### src/rtl/gpio_pkg.sv
// Shared GPIO definitions: register map, arbiter FSM states, address check.
package gpio_pkg;

  localparam int unsigned REG_ADR_W = 6;

  localparam logic [REG_ADR_W-1:0] RGPIO_IN    = 6'h00;
  localparam logic [REG_ADR_W-1:0] RGPIO_OUT   = 6'h04;
  localparam logic [REG_ADR_W-1:0] RGPIO_OE    = 6'h08;
  localparam logic [REG_ADR_W-1:0] RGPIO_INTE  = 6'h0C;
  localparam logic [REG_ADR_W-1:0] RGPIO_PTRIG = 6'h10;
  localparam logic [REG_ADR_W-1:0] RGPIO_AUX   = 6'h14;
  localparam logic [REG_ADR_W-1:0] RGPIO_CTRL  = 6'h18;
  localparam logic [REG_ADR_W-1:0] RGPIO_INTS  = 6'h1C;
  localparam logic [REG_ADR_W-1:0] RGPIO_ECLK  = 6'h20;
  localparam logic [REG_ADR_W-1:0] RGPIO_NEC   = 6'h24;

  typedef enum logic [1:0] {
    IDLE,
    ACCESS,
    WAIT,
    DONE
  } arb_state_t;

  // True for a word-aligned offset inside the register map; callers must also
  // confirm that all address bits above REG_ADR_W are zero.
  function automatic logic reg_adr_valid(input logic [REG_ADR_W-1:0] adr);
    return (adr[1:0] == 2'b00) && (adr <= RGPIO_NEC);
  endfunction

endpackage

### src/rtl/rr_arb2.sv
// Combinational two-way round-robin picker.
module rr_arb2 (
  input  logic [1:0] req,
  input  logic       last_gnt,
  output logic       gnt,
  output logic       any_req
);

  // On a tie the loser of the previous grant wins; otherwise the sole requester.
  always_comb begin
    gnt = 1'b0;
    if (req == 2'b11) begin
      gnt = ~last_gnt;
    end else begin
      gnt = req[1];
    end
  end

  assign any_req = |req;

endmodule

### src/rtl/gpio_reg_arbiter.sv
// Shares the single GPIO register port between two requesters, one access at a time.
module gpio_reg_arbiter
  import gpio_pkg::*;
#(
  parameter int unsigned ADDR_W = 32,
  parameter int unsigned DATA_W = 32
) (
  input  logic              sys_clk,
  input  logic              sys_rst,
  input  logic              m0_req,
  input  logic              m0_we,
  input  logic [ADDR_W-1:0] m0_adr,
  input  logic [DATA_W-1:0] m0_wdat,
  output logic              m0_ack,
  output logic              m0_err,
  output logic [DATA_W-1:0] m0_rdat,
  input  logic              m1_req,
  input  logic              m1_we,
  input  logic [ADDR_W-1:0] m1_adr,
  input  logic [DATA_W-1:0] m1_wdat,
  output logic              m1_ack,
  output logic              m1_err,
  output logic [DATA_W-1:0] m1_rdat,
  output logic [ADDR_W-1:0] gpio_adr,
  output logic              gpio_we,
  output logic [DATA_W-1:0] gpio_dat_i,
  input  logic [DATA_W-1:0] gpio_dat_o,
  output logic              busy
);

  arb_state_t state_q, state_d;

  logic last_gnt_q, last_gnt_d;
  logic gnt_q, gnt_d;
  logic we_q, we_d;
  logic err_q, err_d;

  logic              arb_gnt;
  logic              any_req;
  logic              sel_we;
  logic [ADDR_W-1:0] sel_adr;
  logic [DATA_W-1:0] sel_wdat;
  logic              sel_err;

  logic              gpio_we_d;
  logic [ADDR_W-1:0] gpio_adr_d;
  logic [DATA_W-1:0] gpio_dat_i_d;
  logic              m0_ack_d, m1_ack_d;
  logic              m0_err_d, m1_err_d;
  logic [DATA_W-1:0] m0_rdat_d, m1_rdat_d;
  logic              busy_d;

  rr_arb2 u_rr_arb2 (
    .req      ({m1_req, m0_req}),
    .last_gnt (last_gnt_q),
    .gnt      (arb_gnt),
    .any_req  (any_req)
  );

  // Request fields of whichever requester the picker selects.
  always_comb begin
    sel_we   = arb_gnt ? m1_we   : m0_we;
    sel_adr  = arb_gnt ? m1_adr  : m0_adr;
    sel_wdat = arb_gnt ? m1_wdat : m0_wdat;
  end

  // Reject unmapped/misaligned addresses and writes to the read-only input register.
  always_comb begin
    sel_err = 1'b0;
    if (((sel_adr >> REG_ADR_W) != '0) || !reg_adr_valid(sel_adr[REG_ADR_W-1:0])) begin
      sel_err = 1'b1;
    end
    if (sel_we && (sel_adr == '0)) begin
      sel_err = 1'b1;
    end
  end

  // Next state and next values of every registered output.
  always_comb begin
    state_d      = state_q;
    last_gnt_d   = last_gnt_q;
    gnt_d        = gnt_q;
    we_d         = we_q;
    err_d        = err_q;
    gpio_we_d    = 1'b0;
    gpio_adr_d   = gpio_adr;
    gpio_dat_i_d = gpio_dat_i;
    m0_ack_d     = 1'b0;
    m1_ack_d     = 1'b0;
    m0_err_d     = m0_err;
    m1_err_d     = m1_err;
    m0_rdat_d    = m0_rdat;
    m1_rdat_d    = m1_rdat;

    case (state_q)
      IDLE: begin
        if (any_req) begin
          state_d      = ACCESS;
          gnt_d        = arb_gnt;
          last_gnt_d   = arb_gnt;
          we_d         = sel_we;
          err_d        = sel_err;
          gpio_adr_d   = sel_adr;
          gpio_dat_i_d = sel_wdat;
          gpio_we_d    = sel_we & ~sel_err;
        end
      end
      ACCESS: begin
        state_d = WAIT;
      end
      WAIT: begin
        state_d = DONE;
        if (gnt_q == 1'b0) begin
          m0_ack_d = 1'b1;
          m0_err_d = err_q;
          if (err_q) begin
            m0_rdat_d = '0;
          end else if (!we_q) begin
            m0_rdat_d = gpio_dat_o;
          end
        end else begin
          m1_ack_d = 1'b1;
          m1_err_d = err_q;
          if (err_q) begin
            m1_rdat_d = '0;
          end else if (!we_q) begin
            m1_rdat_d = gpio_dat_o;
          end
        end
      end
      DONE: begin
        state_d = IDLE;
      end
      default: begin
        state_d = IDLE;
      end
    endcase

    busy_d = (state_d != IDLE);
  end

  // State, latched request and output registers.
  always_ff @(posedge sys_clk) begin
    if (sys_rst) begin
      state_q    <= IDLE;
      last_gnt_q <= 1'b1;
      gnt_q      <= 1'b0;
      we_q       <= 1'b0;
      err_q      <= 1'b0;
      gpio_we    <= 1'b0;
      gpio_adr   <= '0;
      gpio_dat_i <= '0;
      m0_ack     <= 1'b0;
      m1_ack     <= 1'b0;
      m0_err     <= 1'b0;
      m1_err     <= 1'b0;
      m0_rdat    <= '0;
      m1_rdat    <= '0;
      busy       <= 1'b0;
    end else begin
      state_q    <= state_d;
      last_gnt_q <= last_gnt_d;
      gnt_q      <= gnt_d;
      we_q       <= we_d;
      err_q      <= err_d;
      gpio_we    <= gpio_we_d;
      gpio_adr   <= gpio_adr_d;
      gpio_dat_i <= gpio_dat_i_d;
      m0_ack     <= m0_ack_d;
      m1_ack     <= m1_ack_d;
      m0_err     <= m0_err_d;
      m1_err     <= m1_err_d;
      m0_rdat    <= m0_rdat_d;
      m1_rdat    <= m1_rdat_d;
      busy       <= busy_d;
    end
  end

endmodule

### config.mk
export PLATFORM = sky130hd
export DESIGN_NAME = gpio_reg_arbiter
export DESIGN_NICKNAME = d
export VERILOG_FILES = /design/src/rtl/gpio_pkg.sv /design/src/rtl/rr_arb2.sv /design/src/rtl/gpio_reg_arbiter.sv
export SDC_FILE = /design/constraint.sdc
export NUM_CORES = 1
export LEC_CHECK = 0
export BUFFER_PORTS_ARGS = -buffer_cell sky130_fd_sc_hd__buf_2
export CAP_MARGIN = 20
export CELL_PAD_IN_SITES_DETAIL_PLACEMENT = 0
export CELL_PAD_IN_SITES_GLOBAL_PLACEMENT = 1
export CORE_MARGIN = 3
export CORE_UTILIZATION = 29
export DETAILED_ROUTE_END_ITERATION = 10
export GPL_TIMING_DRIVEN = 0
export PLACE_DENSITY_LB_ADDON = 0.05
export SLEW_MARGIN = 15
export SYNTH_ARGS = -nofsm -noshare
export SYNTH_HDL_FRONTEND = slang
export SYNTH_SLANG_ARGS = --single-unit
export TNS_END_PERCENT = 20
### constraint.sdc
create_clock -name sys_clk -period 1.4 [get_ports sys_clk]
set_input_delay 0.21 -clock sys_clk [delete_from_list [all_inputs] [get_ports sys_clk]]
set_output_delay 0.21 -clock sys_clk [all_outputs]
set_load 0.1 [all_outputs]
Word level (Yosys, flattened, before mapping) --
Cells that the tools add are included.
Cells by class: add/subtract/negate cells 0, $mul 0, div/mod/pow operators 0, order comparisons 1, equality and inequality tests 5, shifts and indexed selects 0, muxes and demuxes 12, bitwise gates (word level) 7, reductions and logical operators 17
Operators with widths (number):
- $mux 32 | 4
- $logic_not 32->1 | 1
- $reduce_bool 32->1 | 1
- $pmux 2 s4 | 1
- $eq 2x2->1 const B | 3
- $le 6x6->1 const B | 1
- $mux 1 | 6
- $not 1->1 | 6
- $reduce_and 2->1 | 3
- $reduce_and 3->1 | 2
- $logic_not 2->1 | 2
- $reduce_or 2->1 | 2
- $reduce_or 3->1 | 1
- $eq 2x1->1 const B | 1
- $logic_and 1x1->1 | 2
- $mux 2 | 1
- $ne 2x1->1 const B | 1
- $reduce_bool 2->1 | 1
- $and 1x1->1 | 1
- $logic_not 1->1 | 1
- $logic_or 1x1->1 | 1
Word-level totals: flip-flop bits (word level) 140, bits in latches 0, RAM bits 0, ROM bits 0, bits of input ports 166, word-level logic and storage cells 57, memories kept 0

Depth between registers and ports, before layout --
word-level depth 11, gate-level depth with buffers 8, depth with buffers taken out 7

Modules after synthesis --
A second synthesis with hierarchy kept.
Second synthesis, totals: cells, all modules 682, area total of the unflattened synthesis 5924.4 um^2
By module, submodules not included:
- gpio_reg_arbiter | instances 1, cells an instance 680, area each 5910.7 um^2, sequential area each 2802.7 um^2
- rr_arb2 | instances 1, cells an instance 2, area each 13.8 um^2, sequential area each 0.0 um^2

Worst setup path after synthesis --
OpenSTA, ideal clock, no wires.
path kind register -> register, start reg state_q[0], end reg gpio_adr[0], library setup time 0.086 ns, arrival time 1.407 ns, required time 1.314 ns, slack -0.092 ns, stages on the path, launching flop included 9, clock period less this slack 1.492 ns, path through dfxtp_1 > inv_1 > ha_1 > o21a_1 > buf_2 > buf_4 > buf_2 > nor2_1 > a211oi_1
Between the ends: cells in the longest elaborated chain, start to end 2
RTL lines:
- from (decl) | line gpio_reg_arbiter.sv:31 | arb_state_t state_q, state_d;
- from (signal assigned) | line gpio_reg_arbiter.sv:161 | state_q <= state_d;
- $logic_not 2->1 | line gpio_reg_arbiter.sv:95 | case (state_q)
- $reduce_and 2->1 (no line)
- to (signal assigned) | line gpio_reg_arbiter.sv:167 | gpio_adr <= gpio_adr_d;
- to (decl) | line gpio_reg_arbiter.sv:24 | output logic [ADDR_W-1:0] gpio_adr,
No other way between the ends. A chain may end at the register's enable or synchronous reset.

Final worst setup path --
start reg last_gnt_q, end reg err_q
Between the ends: cells in the longest elaborated chain, start to end 9, elaborated cells between the ends (all ways) 14, those cells by class order compare: 1; mux: 5; bitwise: 1; reduce/logical: 7
RTL lines:
- from (decl) | line gpio_reg_arbiter.sv:33 | logic last_gnt_q, last_gnt_d;
- from (signal assigned) | line gpio_reg_arbiter.sv:162 | last_gnt_q <= last_gnt_d;
- $not 1->1 * | line rr_arb2.sv:13 | gnt = ~last_gnt;
- $mux 1 * | line rr_arb2.sv:12 | if (req == 2'b11) begin
- $mux 32 | line gpio_reg_arbiter.sv:63 | sel_adr = arb_gnt ? m1_adr : m0_adr;
- $le 6x6->1 / $logic_not 2->1 (equally long branches) | line gpio_pkg.sv:27 | return (adr[1:0] == 2'b00) && (adr <= RGPIO_NEC);
- $logic_and 1x1->1 | line gpio_pkg.sv:27
- $logic_not 1->1 | line gpio_reg_arbiter.sv:70 | if (((sel_adr >> REG_ADR_W) != '0) || !reg_adr_valid(sel_adr[REG_ADR_W-1:0])) begin
- $logic_or 1x1->1 | line gpio_reg_arbiter.sv:70
- $mux 1 | line gpio_reg_arbiter.sv:70
- $mux 1 * | line gpio_reg_arbiter.sv:73 | if (sel_we && (sel_adr == '0)) begin
- to (signal assigned) | line gpio_reg_arbiter.sv:165 | err_q <= err_d;
- to (decl) | line gpio_reg_arbiter.sv:36 | logic err_q, err_d;
Every way passes the cells marked *; elsewhere a longest branch is shown, timed or not.

==> impl_metrics.prom <==
# TYPE chip_impl_metric gauge
chip_impl_metric{name="fin_worst_hold_slack",unit="ns"} 0.133
chip_impl_metric{name="timing.critical_path.fanout_max",unit=""} 7
chip_impl_info{name="worstHoldEndpoint",value="gpio_adr[11]"} 1
chip_impl_metric{name="synth_sequential_area_ratio",unit="%"} 47.7
chip_impl_metric{name="fin_crit",unit="ns"} 1.47
chip_impl_metric{name="cts_buffers",unit=""} 17
chip_impl_info{name="timing.hold.worst.class",value="in -> reg"} 1
chip_impl_metric{name="cts_buffer_depth",unit=""} 2
chip_impl_info{name="crit-reg2reg-capture",value="err_q"} 1
chip_impl_metric{name="initial_core_util",unit="%"} 29.9
chip_impl_metric{name="syn-mean-instance-area",unit="um^2"} 8.63
chip_impl_metric{name="synthesis.instances",unit=""} 680
chip_impl_info{name="worstReg2RegStart",value="last_gnt_q"} 1
chip_impl_metric{name="critPathArrivalTime",unit="ns"} 1.78
chip_impl_metric{name="final-max-slew-violation-count",unit=""} 0
chip_impl_metric{name="final.setup_skew",unit="ns"} 0.0105
chip_impl_metric{name="design.portCount",unit=""} 300
chip_impl_info{name="setup_crit_path_kind",value="reg -> reg"} 1
chip_impl_metric{name="cts.sinks",unit=""} 140
chip_impl_info{name="status",value="complete, but fails checks"} 1
chip_impl_metric{name="maxClockFrequency",unit="MHz"} 679
chip_impl_metric{name="globalRoute.totalOverflow",unit=""} 0
chip_impl_metric{name="fp.coreArea",unit="um^2"} 19700
chip_impl_metric{name="htree_levels",unit=""} 4
chip_impl_info{name="critical_path.startpoint_type",value="flop"} 1
chip_impl_metric{name="totalPowerFinal",unit="uW"} 20800
chip_impl_metric{name="setup_tns",unit="ns"} -0.789
chip_impl_info{name="worstSetupStartpoint",value="last_gnt_q"} 1
chip_impl_metric{name="place.gp.congestion",unit=""} 0.776
chip_impl_metric{name="r2r_cells",unit=""} 6
chip_impl_metric{name="floorplan_row_count",unit=""} 51
chip_impl_metric{name="via_count",unit=""} 6029
chip_impl_metric{name="slew-limit-headroom",unit="%"} 52.8
chip_impl_metric{name="synthDistinctLibCells",unit=""} 30
chip_impl_metric{name="power.density",unit="nW/um^2"} 2140
chip_impl_metric{name="postSynthRegisterBits",unit=""} 140
chip_impl_metric{name="vdd.ir_drop.worst",unit="mV"} 1.04
chip_impl_metric{name="first_global_vias",unit=""} 6012
chip_impl_metric{name="drt.antenna.violating_nets",unit=""} 0
chip_impl_info{name="worstHoldStart",value="m0_adr[11]"} 1
chip_impl_metric{name="clk_pin_slew",unit="ns"} 0.06
chip_impl_metric{name="detail_route.iter0.violations",unit=""} 184
chip_impl_info{name="cts_tree",value="done"} 1
chip_impl_metric{name="pin_count_of_the_biggest_net_entering_global_routing",unit=""} 17
chip_impl_info{name="cts_root_buffer",value="sky130_fd_sc_hd__clkbuf_16"} 1
chip_impl_metric{name="worstSkewPairLatency",unit="ns"} 0.42
chip_impl_metric{name="grt_pass1_wl",unit="mm"} 32.8
chip_impl_metric{name="chipWidth",unit="um"} 148
chip_impl_metric{name="p_leak",unit="uW"} 0.00412
chip_impl_metric{name="route.detailed.wl_per_inst",unit="um"} 16.9
chip_impl_metric{name="drt-total-wl",unit="mm"} 22.0
chip_impl_metric{name="antenna_found_initial",unit=""} 2
chip_impl_metric{name="finalWorstSetupSlack",unit="ns"} -0.0724
chip_impl_metric{name="layout-area-overhead-vs-synth",unit="%"} 65.3
chip_impl_metric{name="yosysWarnings",unit=""} 0
chip_impl_metric{name="layout-drive-gt1-share",unit="%"} 47.9
chip_impl_metric{name="report.final.setup_viol",unit=""} 38
chip_impl_info{name="cp-end-kind",value="flop"} 1
chip_impl_metric{name="final_cell_count_no_fill",unit=""} 1299
chip_impl_metric{name="layout.nets",unit=""} 1188
chip_impl_metric{name="dp_hpwl",unit="mm"} 16.2
chip_impl_metric{name="port_buffers",unit=""} 299
chip_impl_metric{name="hold-path-cell-count",unit=""} 3
chip_impl_metric{name="placed_cells_incl_taps",unit=""} 1244
chip_impl_metric{name="globalRouteTotalUtil",unit="%"} 19.0
chip_impl_metric{name="floorplan.die_area",unit="um^2"} 22000
chip_impl_metric{name="worst_tran_pin_value",unit="ns"} 0.709
chip_impl_metric{name="mappedNetlistNets",unit=""} 848
chip_impl_metric{name="timing.final.crit_share",unit="%"} 105
chip_impl_metric{name="detail_route.vias_per_cell",unit=""} 4.64
chip_impl_metric{name="route.detailed.drc",unit=""} 0
chip_impl_metric{name="timing.max_cap.violations",unit=""} 0
chip_impl_metric{name="cell_area_after_technology_mapping",unit="um^2"} 5870
chip_impl_metric{name="crit_required",unit="ns"} 1.71
chip_impl_metric{name="detail_route.first_pass.iterations",unit=""} 4
chip_impl_metric{name="chipHeight",unit="um"} 148
chip_impl_info{name="unrepaired_setup_endpoints_after_global_routing",value="true"} 1
chip_impl_info{name="violations",value="negative setup slack"} 1
chip_impl_metric{name="timing_hold_violations_final",unit=""} 0
chip_impl_metric{name="reg2reg_slack",unit="ns"} -0.07
[power by group]
part / total [uW] / internal (uW) / switching [uW] / leakage, uW
logic: 11200 / 3140 / 8090 / 0.00269
registers: 5210 / 4780 / 439 / 0.00115
clock network: 4350 / 2540 / 1810 / 0.000276
total: 20800 / 10500 / 10300 / 0.00412
[critical path, cell delays in order, from the launching register on]
cell                       delay [ns]
sky130_fd_sc_hd__dfxtp_2         0.35
sky130_fd_sc_hd__a21boi_2        0.06
sky130_fd_sc_hd__buf_6           0.15
sky130_fd_sc_hd__nor4_1          0.27
sky130_fd_sc_hd__and4_1          0.28
sky130_fd_sc_hd__o22ai_2         0.11
sky130_fd_sc_hd__and2_1          0.15
[synth_stat cells]
library cell / count / area [um^2]
sky130_fd_sc_hd__a211oi_1: 66 / 495
sky130_fd_sc_hd__a21boi_1: 1 / 7.51
sky130_fd_sc_hd__a21oi_1: 68 / 340
sky130_fd_sc_hd__a31oi_1: 1 / 6.26
sky130_fd_sc_hd__and2_1: 1 / 6.26
sky130_fd_sc_hd__and4_1: 1 / 8.76
sky130_fd_sc_hd__buf_1: 2 / 7.51
sky130_fd_sc_hd__buf_12: 2 / 40.0
sky130_fd_sc_hd__buf_2: 14 / 70.1
sky130_fd_sc_hd__buf_4: 6 / 45.0
sky130_fd_sc_hd__buf_8: 1 / 15.0
sky130_fd_sc_hd__clkbuf_1: 29 / 109
sky130_fd_sc_hd__dfxtp_1: 140 / 2800
sky130_fd_sc_hd__ha_1: 2 / 25.0
sky130_fd_sc_hd__inv_1: 2 / 7.51
sky130_fd_sc_hd__mux2i_1: 67 / 671
sky130_fd_sc_hd__nand2_1: 134 / 503
sky130_fd_sc_hd__nand2b_1: 3 / 18.8
sky130_fd_sc_hd__nand3_1: 4 / 20.0
sky130_fd_sc_hd__nand4_1: 2 / 12.5
sky130_fd_sc_hd__nor2_1: 74 / 278
sky130_fd_sc_hd__nor2b_1: 34 / 213
sky130_fd_sc_hd__nor3_1: 3 / 15.0
sky130_fd_sc_hd__nor3_2: 3 / 30.0
sky130_fd_sc_hd__nor4_1: 12 / 75.1
sky130_fd_sc_hd__o21a_1: 1 / 7.51
sky130_fd_sc_hd__o21ai_0: 3 / 15.0
sky130_fd_sc_hd__o22ai_1: 1 / 6.26
sky130_fd_sc_hd__or2_2: 2 / 12.5
sky130_fd_sc_hd__or4_1: 1 / 7.51
[routing by layer]
metal | global-route usage [%] | routed length [um]
met5 | 0 | 9
met1 | 23.7 | 9420
met2 | 31.4 | 10700
met3 | 5.97 | 1540
met4 | 5.96 | 335
[registers in the layout (all words and copies together) (netlist names), 2 cells and up]
signal,flops
gpio_adr,32
gpio_dat_i,32
m0_rdat,32
m1_rdat,32
state_q,2
[timing repair]
item | 4_1_cts | 5_1_grt
hold buffers | 1 | 0
pin swaps | 6 | 35
setup endpoints to repair | 252 | 141
endpoints found under the hold margin | 2 | 0
cloned | 2 | 6
resized for setup | 230 | 113
setup buffers | 5 | 8
[cell type report]
cell class	instances	area, um^2
Fill cell	1966	9950
Multi-Input combinational cell	484	3330
Sequential cell	140	2810
Timing Repair Buffer	321	2110
Buffer	54	551
Clock buffer	19	453
Tap cell	265	332
Clock inverter	13	116
Inverter	2	10.0
Antenna cell	1	2.50
[cells in the final DEF, fill, tap and decap left out, drive strengths merged, types with 6 or more instances in the layout]
cell	instances
buf	342
dfxtp	140
nand2	134
nor2	74
a21oi	68
mux2i	67
a211oi	66
clkbuf	51
nor2b	34
nor4	12
clkinv	7
nor3	6
[kinds of logic after synthesis]
group | Yosys count | synth area share, %
AND/OR/NAND/NOR | 274 | 20.4
AO/OA/AOI/OAI | 141 | 15.0
flip-flops | 140 | 47.7
multiplexers | 67 | 11.4
buffers and inverters | 56 | 5.01
adder cells (fa/ha/maj) | 2 | 0.426
[worst max path at each step]
stage / to / depth (start not counted)
after floorplan: gpio_adr[0] / 8
after global placement: m0_rdat[21] / 7
after detailed placement: m0_rdat[21] / 7
after CTS: err_q / 8
after global routing: err_q / 6
final: err_q / 6
[through the flow]
step | setup slack (ns) | instance area [um^2] | util, %
after floorplan | -0.0355 | 5890 | -
after global placement | -0.567 | 7720 | 39.3
after detailed placement | -0.571 | 7720 | 39.3
after CTS | -0.111 | 9160 | 46.6
after global routing | -0.131 | 9710 | 49.4
final | -0.0724 | 9710 | 49.4
(Power assumes the default switching activity.)
